[config.mk]
export PLATFORM = sky130hd
export DESIGN_NAME = dsp_in_pipe_flat
export DESIGN_NICKNAME = d
export VERILOG_FILES = /design/src/rtl/dsp_in_pipe_if.sv /design/src/rtl/dsp_in_pipe.sv /design/src/flat_wrapper.sv
export SDC_FILE = /design/constraint.sdc
export NUM_CORES = 1
export LEC_CHECK = 0
export ABC_AREA = 1
export CAP_MARGIN = 15
export CORE_MARGIN = 4
export CORE_UTILIZATION = 47
export DETAILED_ROUTE_END_ITERATION = 8
export PLACE_DENSITY = 0.81
export SLEW_MARGIN = 20
export SYNTH_ARGS = -nofsm -noshare
export SYNTH_HDL_FRONTEND = slang
export SYNTH_SLANG_ARGS = --single-unit
[constraint.sdc]
create_clock -name clk -period 2.82 [get_ports clk]
set_input_delay 0.423 -clock clk [delete_from_list [all_inputs] [get_ports clk]]
set_output_delay 0.423 -clock clk [all_outputs]
set_load 0.03 [all_outputs]
[src/rtl/dsp_in_pipe_if.sv]
// Operand-pipe bus for dsp_in_pipe: stage enables, source inputs, mode
// controls and the three output taps with their status flags.
interface dsp_in_pipe_if #(
    parameter int WIDTH     = 18,
    parameter int MAX_DEPTH = 4,
    parameter int DW        = $clog2(MAX_DEPTH + 1)
);
    logic [MAX_DEPTH-1:0] ce;
    logic                 in_sel;
    logic [WIDTH-1:0]     din;
    logic [WIDTH-1:0]     cin;
    logic                 din_valid;
    logic [DW-1:0]        depth;
    logic                 casc_early;
    logic                 mult_tap;
    logic [WIDTH-1:0]     dout;
    logic [WIDTH-1:0]     cout;
    logic [WIDTH-1:0]     mult_out;
    logic                 dout_valid;
    logic                 settled;

    modport master (
        output ce, in_sel, din, cin, din_valid, depth, casc_early, mult_tap,
        input  dout, cout, mult_out, dout_valid, settled
    );

    modport slave (
        input  ce, in_sel, din, cin, din_valid, depth, casc_early, mult_tap,
        output dout, cout, mult_out, dout_valid, settled
    );
endinterface

[src/rtl/dsp_in_pipe.sv]
// Run-time-depth operand input pipeline with per-stage enables, valid
// tracking, cascade/multiplier taps and a settle flag after depth changes.
module dsp_in_pipe #(
    parameter int WIDTH     = 18,
    parameter int MAX_DEPTH = 4,
    parameter int DW        = $clog2(MAX_DEPTH + 1)
) (
    input  logic          clk,
    input  logic          rst,
    dsp_in_pipe_if.slave  bus
);
    localparam logic [DW-1:0] MAX_D  = DW'(MAX_DEPTH);
    localparam logic [DW-1:0] ZERO_D = {DW{1'b0}};
    localparam logic [DW-1:0] ONE_D  = DW'(1);

    logic [WIDTH-1:0] sel_s;
    logic             sel_v_s;
    logic [DW-1:0]    d_s;

    logic [WIDTH-1:0] data_r  [1:MAX_DEPTH];
    logic [MAX_DEPTH:1] vld_r;
    logic [WIDTH-1:0] stg_d_s [1:MAX_DEPTH];
    logic [MAX_DEPTH:1] stg_v_s;
    logic [WIDTH-1:0] tap_d_s [0:MAX_DEPTH];
    logic [MAX_DEPTH:0] tap_v_s;

    logic [DW-1:0]    depth_q_r;
    logic [DW-1:0]    cnt_r;
    logic [WIDTH-1:0] dout_s;
    logic [WIDTH-1:0] first_s;

    // Source select and depth clamp
    always_comb begin
        sel_s   = bus.in_sel ? bus.din : bus.cin;
        sel_v_s = bus.din_valid;
        d_s     = (bus.depth > MAX_D) ? MAX_D : bus.depth;
    end

    // Stage inputs: stage 1 takes the source, stage k takes stage k-1
    always_comb begin
        stg_d_s[1] = sel_s;
        stg_v_s[1] = sel_v_s;
        for (int k = 2; k <= MAX_DEPTH; k++) begin
            stg_d_s[k] = data_r[k-1];
            stg_v_s[k] = vld_r[k-1];
        end
    end

    // Register stages; stages beyond the active depth keep shifting too
    always_ff @(posedge clk) begin
        if (rst) begin
            for (int k = 1; k <= MAX_DEPTH; k++) begin
                data_r[k] <= {WIDTH{1'b0}};
            end
            vld_r <= {MAX_DEPTH{1'b0}};
        end else begin
            for (int k = 1; k <= MAX_DEPTH; k++) begin
                if (bus.ce[k-1]) begin
                    data_r[k] <= stg_d_s[k];
                    vld_r[k]  <= stg_v_s[k];
                end
            end
        end
    end

    // Tap table indexed by effective depth; entry 0 is the passthrough
    always_comb begin
        tap_d_s[0] = sel_s;
        tap_v_s[0] = sel_v_s;
        for (int k = 1; k <= MAX_DEPTH; k++) begin
            tap_d_s[k] = data_r[k];
            tap_v_s[k] = vld_r[k];
        end
    end

    // Output taps and settle flag
    always_comb begin
        dout_s         = tap_d_s[d_s];
        first_s        = (d_s == ZERO_D) ? sel_s : data_r[1];
        bus.dout       = dout_s;
        bus.dout_valid = tap_v_s[d_s];
        bus.cout       = bus.casc_early ? first_s : dout_s;
        bus.mult_out   = bus.mult_tap   ? first_s : dout_s;
        bus.settled    = (cnt_r == ZERO_D) && (d_s == depth_q_r);
    end

    // Settle counter: reload on a depth change, count down on ce[0]
    always_ff @(posedge clk) begin
        if (rst) begin
            depth_q_r <= ZERO_D;
            cnt_r     <= ZERO_D;
        end else begin
            depth_q_r <= d_s;
            if (d_s != depth_q_r) begin
                cnt_r <= d_s;
            end else if (bus.ce[0] && (cnt_r != ZERO_D)) begin
                cnt_r <= cnt_r - ONE_D;
            end else begin
                cnt_r <= cnt_r;
            end
        end
    end
endmodule

[src/flat_wrapper.sv]
// flat-port wrapper written by rule: the top's interface ports become plain ports
module dsp_in_pipe_flat 
#(
    parameter int WIDTH     = 18,
    parameter int MAX_DEPTH = 4,
    parameter int DW        = $clog2(MAX_DEPTH + 1)
)
  (clk, rst, bus_ce, bus_in_sel, bus_din, bus_cin, bus_din_valid, bus_depth, bus_casc_early, bus_mult_tap, bus_dout, bus_cout, bus_mult_out, bus_dout_valid, bus_settled);
  dsp_in_pipe_if #(.WIDTH(WIDTH), .MAX_DEPTH(MAX_DEPTH), .DW(DW)) bus_i ();
  input  logic clk;
  input  logic rst;
  input wire logic [$bits(bus_i.ce)-1:0] bus_ce;
  input wire logic [$bits(bus_i.in_sel)-1:0] bus_in_sel;
  input wire logic [$bits(bus_i.din)-1:0] bus_din;
  input wire logic [$bits(bus_i.cin)-1:0] bus_cin;
  input wire logic [$bits(bus_i.din_valid)-1:0] bus_din_valid;
  input wire logic [$bits(bus_i.depth)-1:0] bus_depth;
  input wire logic [$bits(bus_i.casc_early)-1:0] bus_casc_early;
  input wire logic [$bits(bus_i.mult_tap)-1:0] bus_mult_tap;
  output wire logic [$bits(bus_i.dout)-1:0] bus_dout;
  output wire logic [$bits(bus_i.cout)-1:0] bus_cout;
  output wire logic [$bits(bus_i.mult_out)-1:0] bus_mult_out;
  output wire logic [$bits(bus_i.dout_valid)-1:0] bus_dout_valid;
  output wire logic [$bits(bus_i.settled)-1:0] bus_settled;
  assign bus_i.ce = bus_ce;
  assign bus_i.in_sel = bus_in_sel;
  assign bus_i.din = bus_din;
  assign bus_i.cin = bus_cin;
  assign bus_i.din_valid = bus_din_valid;
  assign bus_i.depth = bus_depth;
  assign bus_i.casc_early = bus_casc_early;
  assign bus_i.mult_tap = bus_mult_tap;
  assign bus_dout = bus_i.dout;
  assign bus_cout = bus_i.cout;
  assign bus_mult_out = bus_i.mult_out;
  assign bus_dout_valid = bus_i.dout_valid;
  assign bus_settled = bus_i.settled;
  dsp_in_pipe #(.WIDTH(WIDTH), .MAX_DEPTH(MAX_DEPTH), .DW(DW)) u_core (.clk(clk), .rst(rst), .bus(bus_i));
endmodule
== Word level (Yosys, flattened, before mapping) ==
Memories as Yosys holds them, arrays and structs flattened.
Index checks and enable logic that the tools add are counted.
Word-level totals
  flip-flop bits (word level): 10
  memory bits (writable): 72
  input bits: 49
  output and inout bits: 56
  word-level logic and storage cells: 54
  memories: 1
Operators by class
  add/subtract/negate cells: 1
  magnitude comparators: 3
  eq/ne operators: 2
  mux-type cells: 30
  bitwise gates (word level): 5
  reductions and logical operators: 6
Memories
  u_core.data_r: words 4, width 18, rd ports 4, clocked after Yosys merged registers in 0, wr ports 4, RTL line dsp_in_pipe.sv:20  | logic [WIDTH-1:0] data_r [1:MAX_DEPTH];
Operators with widths (number)
  18-bit 2-to-1 mux: 10
  18-bit binary-select mux with 3-bit select: 1
  1-bit 2-to-1 mux: 15
  3-bit 2-to-1 mux: 3
  3-bit logical NOT: 2
  4-bit >= comparator (second input constant): 1
  3-bit by 4-bit < comparator with 1-bit output (second input constant): 1
  3-bit inverter with 4-bit output: 1
  1-bit OR: 4
  1-bit binary-select mux with 3-bit select: 1
  3-bit equality test: 1
  3-bit > comparator (second input constant): 1
  3-bit inequality test: 1
  3-bit nonzero test: 1
  3-bit by 1-bit subtractor with 3-bit output (second input constant): 1
  1-bit logical AND: 2
  2-bit nonzero test: 1

== Logic depth before layout (Yosys ltp) ==
  depth after elaboration: 7
  mapped depth: 12
  depth with buffers taken out: 12

== Worst setup path after synthesis ==
OpenSTA, ideal clock, no wires.
  kind: input -> output
  start point: input bus_depth[1]
  end point: output bus_dout[5]
  data arrival time: 1.604 ns
  data required time: 2.397 ns
  setup slack: 0.793 ns
  cell stages on the path: 9
  path buffers: 3
  cell sequence: buf_6 -> o21ai_4 -> nand2_4 -> buf_12 -> buf_6 -> nand2_1 -> o211ai_2 -> nand3_1 -> and2_1
Between the ends
  longest elaborated chain between the ends: 6
Ends and longest elaborated chain
  from (decl): RTL line flat_wrapper.sv:17  | input wire logic [$bits(bus_i.depth)-1:0] bus_depth;
  3-bit > comparator: RTL line dsp_in_pipe.sv:36  | d_s = (bus.depth > MAX_D) ? MAX_D : bus.depth;
  3-bit 2-to-1 mux *: RTL line dsp_in_pipe.sv:36
  3-bit inverter with 4-bit output (implied by the code) *: RTL line dsp_in_pipe.sv:78  | dout_s = tap_d_s[d_s];
  18-bit binary-select mux with 3-bit select *: RTL line dsp_in_pipe.sv:78
  18-bit 2-to-1 mux (implied by the code) * (2 in a row): RTL line dsp_in_pipe.sv:78
  to (decl): RTL line flat_wrapper.sv:20  | output wire logic [$bits(bus_i.dout)-1:0] bus_dout;
Mark *: on every way between the ends. The rest lies on a longest branch, timed or not. The select of a mux whose other input is x is not followed.

== Final worst setup path ==
  start point: input bus_depth[1]
  end point: output bus_cout[9]
Between the ends
  longest elaborated chain between the ends: 7
  elaborated cells between the ends (all ways): 9
Ends and longest elaborated chain
  3-bit > comparator: RTL line dsp_in_pipe.sv:36
  3-bit 2-to-1 mux *: RTL line dsp_in_pipe.sv:36
  3-bit inverter with 4-bit output (implied by the code): RTL line dsp_in_pipe.sv:78
  18-bit binary-select mux with 3-bit select: RTL line dsp_in_pipe.sv:78
  18-bit 2-to-1 mux (implied by the code) (2 in a row): RTL line dsp_in_pipe.sv:78
  18-bit 2-to-1 mux *: RTL line dsp_in_pipe.sv:82  | bus.cout = bus.casc_early ? first_s : dout_s;
  to (decl): RTL line flat_wrapper.sv:21  | output wire logic [$bits(bus_i.cout)-1:0] bus_cout;
Marks and branches as above.

==> results.cfg <==
[route]
num_vias = 4937
drt_iter0_drc = 461
first_pass_iters = 5
drt_wl_total_mm = 14.9
routedWlPerCell_um = 15.6
route.detailed.drc = 0
vias_per_cell = 5.18
final_antenna_net_count = 0

[final_layout]
num-nets-final = 859
diodes = 0
final_common_cell = nand2_1
final_core_utilization_pct = 64.4
nFillCells = 848
register_area_um2 = 2360
multi_input_comb_area_um2 = 2340
syn_to_final_growth_pct = 34.2
final_cell_mix = nand2_1 (169), buf_4 (109), nor2_1 (84)
layout-drive-gt1-share_pct = 26.0
stdcell_area_um2 = 6980

[setup_path]
endpoint_kind = output port
cp_max_fo = 24
reg2reg_depth = 12
cp-start-kind = input pin
critPathRequiredTime_ns = 2.40
r2r_start = u_core.depth_q_r[1]$_SDFF_PP0_
r2r_setup_slack_ns = 1.44
arrival_ns = 2.29
path_class = input pin to output port
r2r-end = u_core.cnt_r[2]$_SDFFE_PP0P_

[power]
finalPower_mw = 3.42
switchingPower_mw = 1.14
swShare_pct = 33.5
power.density_nw_per_um2 = 490
ir_drop_v = 0.000276
power.leakage_nw = 3.27
p_int_mw = 2.28
clockPowerShare_pct = 25.2
pwr-share-seq_pct = 42.5
combPwrFrac_pct = 32.3

[floorplanning]
coreArea_um2 = 10800
rows = 38
ios = 105
dieArea_um2 = 12800
start_util_pct = 48.0
die_y_um = 113
die_w_um = 113

[logic_synthesis]
yosysUniqueCellTypes = 29
syn-cell-area_um2 = 5200
netlist_instances = 655
ys_seq_area_share_pct = 45.4
synth.area.top_cells = edfxtp_1 (42%), nand2_1 (12%), o211ai_2 (7.2%)
synth_top_area_share_pct = 41.6
yosysTopAreaCell = edfxtp_1
synth_warnings = 0
synth_nets = 706
avgSynthCellArea_um2 = 7.94
ys_ff_latch = 82

[global_route]
grt_pass1_wl_mm = 23.8
grt.overflow.total = 0
track_usage_pct = 23.4
grt_max_degree = 32
grt_pass1_vias = 4785
antenna_found_initial = 0

[sta]
tns_ns = 0
max_slew_margin_pct = 60.8
period_share_pct = 96.2
rsz0062_at_grt = false
skew_ns = 0.00751
finalMaxSlewViolations = 0
final_hold_viol_count = 0
worstMarginPinSlew_ns = 0.584
setup_viol = 0
max_freq_mhz = 369
post-route-min-period_ns = 2.71

[hold_path]
min_to = u_core.vld_r[1]$_SDFFE_PP0P_
hold_depth = 2
holdCritPathClass = flop to flop
worstHoldStart = u_core.vld_r[1]$_SDFFE_PP0P_

[placed_design]
io_buffers = 104
dp_hpwl_mm = 11.0
placed_cell_area_um2 = 6730
gp_congestion = 0.861

[clock_tree]
cts_sinks = 82
cts-root-buf = clkbuf_8
clk-insertion-delay-late_ns = 0.36
cts_buffer_depth = 2
cts_tree = built
cts_setup_buffers = 0
cts_htree_levels = 3
clk_pin_slew_ns = 0.08
cts_buffers = 9

[run]
maxCapViolations = 0

[outcome]
status = finished clean
area by class of cell:
cell class	count	share of cell area [%]
timing repair buffer	177	22.4
multi-input combinational	447	33.5
clock inverter	6	0.807
clock buffer	10	1.97
inverter	91	4.89
sequential	82	33.8
tap	140	2.51
state kept, by name (all words and copies together) (netlist names):
name	cells
u_core.data_r	72
u_core.vld_r	4
u_core.cnt_r	3
u_core.depth_q_r	3
power by group through the flow:
stage	Combinational [mW]	Clock, mW	Sequential, mW
finish	1.11	0.863	1.45
global route	1.19	0.919	1.46
CTS	1.09	0.870	1.45
detailed placement	1.09	0	1.48
global placement	1.05	0	1.47
floorplan	0.636	0	1.47
kinds of logic after synthesis:
| logic type | Yosys count | synth area share (%) |
|---|---|---|
| and+or+nand+nor | 355 | 30.1 |
| buffers and inverters | 126 | 10.6 |
| AOI/OAI and AO/OA | 89 | 13.1 |
| DFF | 82 | 45.4 |
| adders and majority gates | 2 | 0.481 |
| xor gates and xnor gates | 1 | 0.168 |
synthesized netlist by cell type (all sizes together):
cell type,number
dfxtp,10
xor2,1
and2,18
clkbuf,9
or2,19
nand2,171
nand3,62
clkinv,2
o22ai,1
o211ai,30
o21ai,49
nor2,85
buf,26
ha,2
edfxtp,72
inv,89
a21oi,9
per-layer routing:
metal | up-vias | routed length, um | track usage, %
met5 | - | 0 | 0
met2 | 282 | 7110 | 39.0
met3 | 18 | 1520 | 4.55
met1 | 2223 | 6100 | 30.8
met4 | 0 | 164 | 7.29
li1 | 2414 | - | -
worst max-delay path: stages:
cell	delay, ns
clkdlybuf4s50_1	0.46
o21ai_4	0.24
nand2_8	0.14
buf_4	0.19
nand3_4	0.08
buf_12	0.18
nand2_1	0.06
o21ai_1	0.16
nand2_1	0.08
nand2_1	0.09
buf_4	0.16
worst max-delay path by stage:
stage,endpoint,start,depth (start not counted)
global placement,bus_dout[14],bus_depth[2],9
detailed placement,bus_dout[14],bus_depth[2],9
floorplan,bus_dout[5],bus_depth[1],9
finish,bus_cout[9],bus_depth[1],11
global route,bus_mult_out[8],bus_depth[1],11
CTS,bus_cout[2],bus_depth[2],11
timing repair:
action	4_1_cts	5_1_grt
gates resized for setup	13	16
endpoints found under the setup margin	14	37
hold buffers	0	0
pin swaps	0	0
stage by stage:
stage / cells / setup slack [ns] / hold WS [ns]
floorplan: 655 / 0.793 / 0.439
global placement: 937 / -0.0811 / 0.456
detailed placement: 937 / -0.151 / 0.466
CTS: 953 / 0.00168 / 0.479
global route: 953 / 0.0107 / 0.508
finish: 953 / 0.107 / 0.488
No activity file was read; power rests on OpenSTA's default activity.
